**src/rtl/phy_clk_gate_ctrl.sv**
```systemverilog
// Clock-enable controller for the PHY latch-based clock gate: OFF/WAKE/ON/IDLE FSM
// with wake settle and idle hysteresis. Define PHY_CLK_GATE_CTRL_REQ_SYNC_EN to synchronise req.

`ifdef PHY_CLK_GATE_CTRL_REQ_SYNC_EN
module phy_clk_gate_ctrl_sync (
  input  logic i_clk_in,
  input  logic i_reset,
  input  logic i_d,
  output logic o_q
);
  logic r_meta;
  logic r_sync;

  always_ff @(posedge i_clk_in) begin
    if (i_reset) begin
      r_meta <= 1'b0;
      r_sync <= 1'b0;
    end else begin
      r_meta <= i_d;
      r_sync <= r_meta;
    end
  end

  assign o_q = r_sync;
endmodule
`endif

module phy_clk_gate_ctrl #(
  parameter int NUM_REQ  = 4,
  parameter int IDLE_W   = 8,
  parameter int WAKE_CYC = 2
) (
  input  logic               i_clk_in,
  input  logic               i_reset,
  input  logic [NUM_REQ-1:0] i_req,
  input  logic               i_force_on,
  input  logic [IDLE_W-1:0]  i_idle_limit,
  output logic               o_clk_en,
  output logic               o_ack,
  output logic [1:0]         o_gate_state
);

  typedef enum logic [1:0] {
    ST_OFF  = 2'd0,
    ST_WAKE = 2'd1,
    ST_ON   = 2'd2,
    ST_IDLE = 2'd3
  } state_e;

  localparam logic [3:0]        WAKE_LD  = 4'(WAKE_CYC);
  localparam logic [3:0]        WAKE_ONE = 4'd1;
  localparam logic [IDLE_W-1:0] IDLE_ONE = IDLE_W'(1);

  if (WAKE_CYC < 1 || WAKE_CYC > 15) begin : g_bad_wake
    $error("phy_clk_gate_ctrl: WAKE_CYC must be 1..15");
  end

  logic [NUM_REQ-1:0] w_req;
  logic               w_any_req;

`ifdef PHY_CLK_GATE_CTRL_REQ_SYNC_EN
  for (genvar g = 0; g < NUM_REQ; g++) begin : g_sync
    phy_clk_gate_ctrl_sync u_sync (
      .i_clk_in (i_clk_in),
      .i_reset  (i_reset),
      .i_d      (i_req[g]),
      .o_q      (w_req[g])
    );
  end
`else
  assign w_req = i_req;
`endif

  // force_on bypasses the synchroniser: it is a quasi-static software control
  assign w_any_req = (|w_req) | i_force_on;

  state_e            r_state;
  state_e            w_nxt_state;
  logic [3:0]        r_wake_cnt;
  logic [3:0]        w_nxt_wake_cnt;
  logic [IDLE_W-1:0] r_idle_cnt;
  logic [IDLE_W-1:0] w_nxt_idle_cnt;
  logic              r_clk_en;
  logic              r_ack;
  logic              w_nxt_clk_en;
  logic              w_nxt_ack;

  always_comb begin
    w_nxt_state    = r_state;
    w_nxt_wake_cnt = r_wake_cnt;
    w_nxt_idle_cnt = r_idle_cnt;
    unique case (r_state)
      ST_OFF: begin
        if (w_any_req) begin
          w_nxt_state    = ST_WAKE;
          w_nxt_wake_cnt = WAKE_LD;
        end
      end
      ST_WAKE: begin
        // settle period always runs to completion, even if requests drop
        if (r_wake_cnt <= WAKE_ONE) w_nxt_state    = ST_ON;
        else                        w_nxt_wake_cnt = r_wake_cnt - WAKE_ONE;
      end
      ST_ON: begin
        if (!w_any_req) begin
          if (i_idle_limit != '0) begin
            w_nxt_state    = ST_IDLE;
            w_nxt_idle_cnt = i_idle_limit;
          end else begin
            w_nxt_state    = ST_OFF;
          end
        end
      end
      ST_IDLE: begin
        // a request on the final idle cycle wins, so clk_en never glitches low
        if (w_any_req)                   w_nxt_state    = ST_ON;
        else if (r_idle_cnt <= IDLE_ONE) w_nxt_state    = ST_OFF;
        else                             w_nxt_idle_cnt = r_idle_cnt - IDLE_ONE;
      end
      default: w_nxt_state = ST_OFF;
    endcase
  end

  assign w_nxt_clk_en = (w_nxt_state != ST_OFF);
  assign w_nxt_ack    = (w_nxt_state == ST_ON) || (w_nxt_state == ST_IDLE);

  always_ff @(posedge i_clk_in) begin
    if (i_reset) begin
      r_state    <= ST_OFF;
      r_wake_cnt <= '0;
      r_idle_cnt <= '0;
      r_clk_en   <= 1'b0;
      r_ack      <= 1'b0;
    end else begin
      r_state    <= w_nxt_state;
      r_wake_cnt <= w_nxt_wake_cnt;
      r_idle_cnt <= w_nxt_idle_cnt;
      r_clk_en   <= w_nxt_clk_en;
      r_ack      <= w_nxt_ack;
    end
  end

  assign o_clk_en     = r_clk_en;
  assign o_ack        = r_ack;
  assign o_gate_state = r_state;

endmodule
```
**config.mk**
```make
export PLATFORM = sky130hd
export DESIGN_NAME = phy_clk_gate_ctrl
export DESIGN_NICKNAME = d
export VERILOG_FILES = /design/src/rtl/phy_clk_gate_ctrl.sv
export SDC_FILE = /design/constraint.sdc
export NUM_CORES = 1
export LEC_CHECK = 0
export CAP_MARGIN = 20
export CORE_UTILIZATION = 45
export DETAILED_ROUTE_END_ITERATION = 6
export PLACE_DENSITY = 0.78
export SLEW_MARGIN = 20
export SYNTH_ARGS = -nofsm -noshare
export SYNTH_HDL_FRONTEND = slang
export SYNTH_SLANG_ARGS = --single-unit
export TNS_END_PERCENT = 100
```
**constraint.sdc**
```tcl
create_clock -name i_clk_in -period 1.8 [get_ports i_clk_in]
set_clock_uncertainty 0.05 [all_clocks]
set_input_delay 0.27 -clock i_clk_in [delete_from_list [all_inputs] [get_ports i_clk_in]]
set_output_delay 0.27 -clock i_clk_in [all_outputs]
set_load 0.005 [all_outputs]
```
==> results.cfg, run 1 <==
[worst_setup_path]
worst-setup-path-type = flop to flop
critPathCaptureType = flop
arrival_ns = 2.02
cpMaxStageDelayCell = or4_4
path_cells = or4_4 -> o41a_1 -> nand3_4 -> mux2_4
crit_family = simple AND/OR/NAND/NOR gates
cp_max_fo = 9
worst_setup_path_start_kind = flop
cp.buffers_inverters = 0
critical_path_required_ns = 1.94
critPathMaxStageDelay_ns = 0.56

[cts]
clock-root-buffer = clkbuf_4
clock_latency_ns = 0.29
numClockSinks = 16
cts_buffers = 3
cts.clk_slew.worst_paths_ns = 0.10
tritoncts = yes
clk_path_buf_depth = 2
ctsHoldBuffers = 0
post_cts_buffers = 0
htreeDepth = 1

[routing]
via_per_inst = 6.26
wirelength_um = 2980
route.detailed.drc = 0
wl_per_cell_um = 15.8
drtPass1Iterations = 4
antenna_left = 0
drt_iter0_markers = 35
num_vias = 1184

[layout]
nNetsFinal = 182
fill_cells = 188
final_cell_mix = buf_4, clkdlybuf4s50_1, dfxtp_1
drive_gt1_share_pct = 22.4
n_antenna_cell = 0
final_common_cell = buf_4
syn2layout_area_growth_pct = 37.7
fin_util_pct = 65.7

[floorplan]
num_io_pins = 19
dieArea_sq_um = 2520
fp.dieH_um = 50.2
die_w_um = 50.2
initial_utilization_pct = 47.7
placementRows = 17
coreArea_sq_um = 2190

[run]
cap_viol_max_count = 0

[synthesis]
syn_avg_cell_area_sq_um = 8.16
synth_edf_count = 0
ys_ff_latch = 16
ys_async_sr_fraction_pct = 0
yosys.cell_types.count = 39
synth.net_count = 147
syn-instance-count = 128
synth_seq_area_share_pct = 30.7
synth-warning-count = 0
ys.flop_type = dfxtp_1
synth_area_sq_um = 1040

[grt]
grt_max_degree = 16
grt_pass1_vias = 1083
grt_pass1_wl_um = 4950
grt_use_total_pct = 26.1
overflow = 0
antenna_found_initial = 0

[power]
switchingPower_mw = 0.389
total_power_mw = 1.08
p_sw_share_pct = 36.1
combinationalPowerShare_pct = 41.7
p_int_mw = 0.688
peakVddDrop_mv = 0.418
clockPowerShare_pct = 18.1
p_leak_nw = 0.555
p_seq_share_pct = 40.2
p_per_area_nw_per_um2 = 748

[sta]
setup_viol = 4
fin_crit_sh_pct = 105
fin_crit_ns = 1.89
slew_violations = 0
fmax_mhz = 530
tightestPinTransition_ns = 0.367
hold_viol = 0
setup_ws_ns = -0.0865
relSlewSlack_pct = 75.5
whs_ns = 0.434
rsz0062_at_grt = true

[placed_design]
port_buffers = 18
gp_congestion = 0.902
dp_hpwl_um = 2240
place_ws_ns = -0.379

[run_status]
violations = setup timing
status = finished, violations left

[min_path]
hp-class = flop to flop
==> final timing paths <==
| path | from | endpoint | slack [ns] | cells after the start |
|---|---|---|---|---|
| max | r_idle_cnt[4]$_SDFFE_PP0P_ | r_idle_cnt[1]$_SDFFE_PP0P_ | -0.09 | 4 |
| min | r_idle_cnt[6]$_SDFFE_PP0P_ | r_idle_cnt[6]$_SDFFE_PP0P_ | 0.43 | 2 |
| max reg2reg | r_idle_cnt[4]$_SDFFE_PP0P_ | r_idle_cnt[1]$_SDFFE_PP0P_ | -0.09 | 4 |
| min reg2reg | r_idle_cnt[6]$_SDFFE_PP0P_ | r_idle_cnt[6]$_SDFFE_PP0P_ | 0.43 | 2 |
==> synth_stat cells, types with 2 or more instances <==
cell / instances / area, sq um
dfxtp_1: 16 / 320
a21oi_1: 12 / 60.1
nand2_1: 9 / 33.8
inv_1: 8 / 30.0
nor2_1: 7 / 26.3
clkbuf_1: 6 / 22.5
nor3_1: 5 / 25.0
nor4_1: 5 / 31.3
o21ai_0: 5 / 25.0
ha_1: 4 / 50.1
nand2b_1: 4 / 25.0
o31ai_1: 4 / 30.0
o32ai_1: 4 / 35.0
and4_1: 3 / 26.3
nand3_1: 3 / 15.0
or4_1: 3 / 22.5
a221oi_1: 2 / 17.5
o21a_1: 2 / 15.0
o311ai_0: 2 / 17.5
o31a_1: 2 / 17.5
o41ai_1: 2 / 17.5
or3_1: 2 / 12.5
or4_4: 2 / 22.5
==> cells by family (layout without fill, tap and decap cells) <==
kind of cell	Yosys count	count (layout)	synth area share [%]
muxes	1	1	1.44
adders and majority gates	4	4	4.79
buffers and inverters	16	49	5.75
and+or+nand+nor	47	47	26.7
DFF	16	16	30.7
AOI/OAI and AO/OA	44	44	30.7
==> sequential cells by signal (all words and copies together) (netlist names) <==
signal / flops
o_gate_state: 2
o_clk_en: 1
r_idle_cnt: 8
o_ack: 1
r_wake_cnt: 4
==> power groups by stage <==
stage               clock network (mW)  logic (mW)  registers [mW]
CTS                              0.199       0.422           0.430
finish                           0.195       0.449           0.433
global route                     0.214       0.492           0.440
floorplan                            0       0.251           0.428
detailed placement                   0       0.417           0.435
global placement                     0       0.408           0.436
==> tightest hold or removal path: stages (launching register included) <==
cell and delay (ns):
dfxtp_2 0.34, nand2_1 0.05, o32ai_1 0.06
==> layer usage <==
metal / vias up / GRT usage (%) / share of wire (%)
met5: - / 0 / 0
met4: 0 / 7.14 / 1.0
met3: 4 / 3.64 / 5.3
met2: 42 / 46.2 / 49
met1: 568 / 32.5 / 44
li1: 570 / - / -
==> timing repair <==
action,in CTS,in global routing
pin swaps,2,3
endpoints found under the setup margin,8,13
gates resized for setup,4,11
==> stage by stage <==
| step | std cells | TNS [ns] | cell area (sq um) |
|---|---|---|---|
| after floorplan | 128 | -0.0932 | 1040 |
| after global placement | 186 | -3.04 | 1380 |
| after detailed placement | 186 | -4.05 | 1380 |
| after CTS | 189 | -0.133 | 1410 |
| after global routing | 189 | -0.563 | 1440 |
| final | 189 | -0.170 | 1440 |
==> final cells by class <==
| class | count | area, sq um | area share [%] |
|---|---|---|---|
| clock buffers | 3 | 22.5 | 1.57 |
| inverters | 9 | 33.8 | 2.35 |
| multi-input cells | 96 | 696 | 48.3 |
| flip-flops and latches | 16 | 324 | 22.5 |
| well taps | 28 | 35.0 | 2.43 |
| repair buffers | 37 | 328 | 22.8 |
Note: power is estimated with default switching activity, not from simulation.
==> inputs of run 2 (changes only) <==
ABC_CLOCK_PERIOD_IN_PS = 2000   (was unset)
PLACE_DENSITY = 0.75   (was 0.78)
clock period = 2 ns   (was 1.8 ns; I/O delays follow)
==> run 2 against run 1 <==
  * The run now ends clean
  * Power fell by 5.7%
  * Cell area is 3.8% lower
  * Final cell count down 2.1%
  * Global-route usage down 1.1 points
  * Clock power grew 17%
  * First-iteration DRC count up 34%
  * Clock-buffer cell count up 1
  * Sequential cell count unchanged
  * Critical path type unchanged
==> results.cfg, run 2 (same netlist as run 1, synthesis figures left out) <==
[power]
p_int_mw = 0.651
p_per_area_nw_per_um2 = 733
p_sw_share_pct = 35.8
combinationalPowerShare_pct = 39.3
peakVddDrop_mv = 0.761
switchingPower_mw = 0.364
clockPowerShare_pct = 22.5
total_power_mw = 1.01
p_leak_nw = 0.515
p_seq_share_pct = 38.2

[grt]
grt_use_total_pct = 25.0
grt_pass1_vias = 1175
grt_pass1_wl_um = 4840
antenna_found_initial = 0
overflow = 0
grt_max_degree = 16

[placed_design]
port_buffers = 18
gp_congestion = 0.841
dp_hpwl_um = 2110
post-place-cells = 181

[min_path]
min-delay-start = r_idle_cnt[6]$_SDFFE_PP0P_
worstHoldPathCells = 2
holdPathEnd = r_idle_cnt[6]$_SDFFE_PP0P_
hp-class = flop to flop

[sta]
relSlewSlack_pct = 60.4
setup_viol = 0
rsz0062_at_grt = false
fin_crit_sh_pct = 95.2
hold_viol = 0
tightestPinTransition_ns = 0.586
fmax_mhz = 525
fin_setup_tns_ns = 0
fin_crit_ns = 1.90
slew_violations = 0

[floorplan]
die_w_um = 50.2
coreArea_sq_um = 2190
fp.dieH_um = 50.2
placementRows = 17
initial_utilization_pct = 47.7
num_io_pins = 19
dieArea_sq_um = 2520

[cts]
clock-root-buffer = clkbuf_4
numClockSinks = 16
tritoncts = yes
cts_buffers = 3
cts.clk_slew.worst_paths_ns = 0.11
clk_path_buf_depth = 2
htreeDepth = 1
clock_latency_ns = 0.30

[routing]
wirelength_um = 2910
drtPass1Iterations = 4
drt_iter0_markers = 47
antenna_left = 0
route.detailed.drc = 0
num_vias = 1164
via_per_inst = 6.29
wl_per_cell_um = 15.7

[layout]
final_cell_mix = clkdlybuf4s50_1, dfxtp_1, buf_4
nNetsFinal = 177
largest_reg_flops = 8
regArea_sq_um = 320
top_register = r_idle_cnt
final_common_cell = clkdlybuf4s50_1
multi_input_area_sq_um = 673
stdcell_count = 185
fin_util_pct = 63.2
n_antenna_cell = 0
syn2layout_area_growth_pct = 32.5
fill_cells = 187
drive_gt1_share_pct = 15.9

[worst_setup_path]
reg2reg_depth = 4
critPathCaptureType = flop
arrival_ns = 2.06
cpMaxStageDelayCell = or4_4
critical_path_required_ns = 2.15
worst_setup_path_start_kind = flop
r2r_slack_ns = 0.1
r2r_start = r_idle_cnt[5]$_SDFFE_PP0P_
critPathMaxStageDelay_ns = 0.56
path_cells = or4_4 -> o41a_1 -> nand3_4 -> mux2_4
cp_max_fo = 9
worst-setup-path-type = flop to flop
r2r-end = r_idle_cnt[1]$_SDFFE_PP0P_

[run_status]
status = complete, no violations

[run]
cap_viol_max_count = 0
-- run 2: area by class of cell --
cell class	instances	area share [%]
inverters	9	2.44
clock buffers	4	2.62
flip-flops and latches	16	23.1
multi-input cells	96	48.6
repair buffers	32	20.6
well taps	28	2.53
-- run 2: stage by stage --
step | hold WS, ns | instance area, sq um | setup slack, ns
global placement | 0.405 | 1340 | -0.145
detailed placement | 0.415 | 1340 | -0.244
floorplan | 0.389 | 1040 | 0.0637
CTS | 0.431 | 1380 | 0.0137
finish | 0.434 | 1380 | 0.0958
global route | 0.438 | 1380 | 0.00186
-- run 2: what timing repair did --
item                       4_1_cts  5_1_grt
hold buffers                     0        0
buffers inserted                 0        0
gates resized for setup          0        2
setup endpoints to repair        0        2
-- run 2: worst max path at each step --
stage	start	to	slack, ns
finish	r_idle_cnt[5]$_SDFFE_PP0P_	r_idle_cnt[1]$_SDFFE_PP0P_	0.1
floorplan	r_idle_cnt[5]$_SDFFE_PP0P_	r_idle_cnt[1]$_SDFFE_PP0P_	0.06
detailed placement	i_req[0]	r_idle_cnt[0]$_SDFFE_PP0P_	-0.24
global placement	i_req[0]	r_idle_cnt[1]$_SDFFE_PP0P_	-0.15
global route	i_req[0]	r_idle_cnt[0]$_SDFFE_PP0P_	0.002
CTS	r_idle_cnt[5]$_SDFFE_PP0P_	r_idle_cnt[1]$_SDFFE_PP0P_	0.01
-- run 2: worst max-delay path, delay by kind of cell, from the launching register on --
family,cells,cell delay [ns]
flip-flops,1,0.34
AO/OA/AOI/OAI,1,0.38
multiplexers,1,0.31
AND/OR/NAND/NOR,2,0.71
-- run 2: per-layer routing --
layer / vias up / global-route usage, % / share of wire [%]
li1: 560 / - / -
met1: 568 / 28.9 / 45
met2: 32 / 42.9 / 50
met3: 4 / 6.97 / 4.1
met4: 0 / 10.5 / 0.62
met5: - / 0 / 0
-- run 2: power groups by stage --
| stage | Clock, mW | Sequential (mW) | Combinational [mW] |
|---|---|---|---|
| finish | 0.228 | 0.388 | 0.399 |
| global route | 0.240 | 0.390 | 0.438 |
| CTS | 0.230 | 0.385 | 0.379 |
| detailed placement | 0 | 0.392 | 0.376 |
| global placement | 0 | 0.391 | 0.367 |
| floorplan | 0 | 0.385 | 0.226 |
==> inputs of run 3 (changes only) <==
CTS_CLUSTER_SIZE = 25   (was unset)
==> results of run 3 <==
Final layout, timing and power as in run 2 (identical DEF).
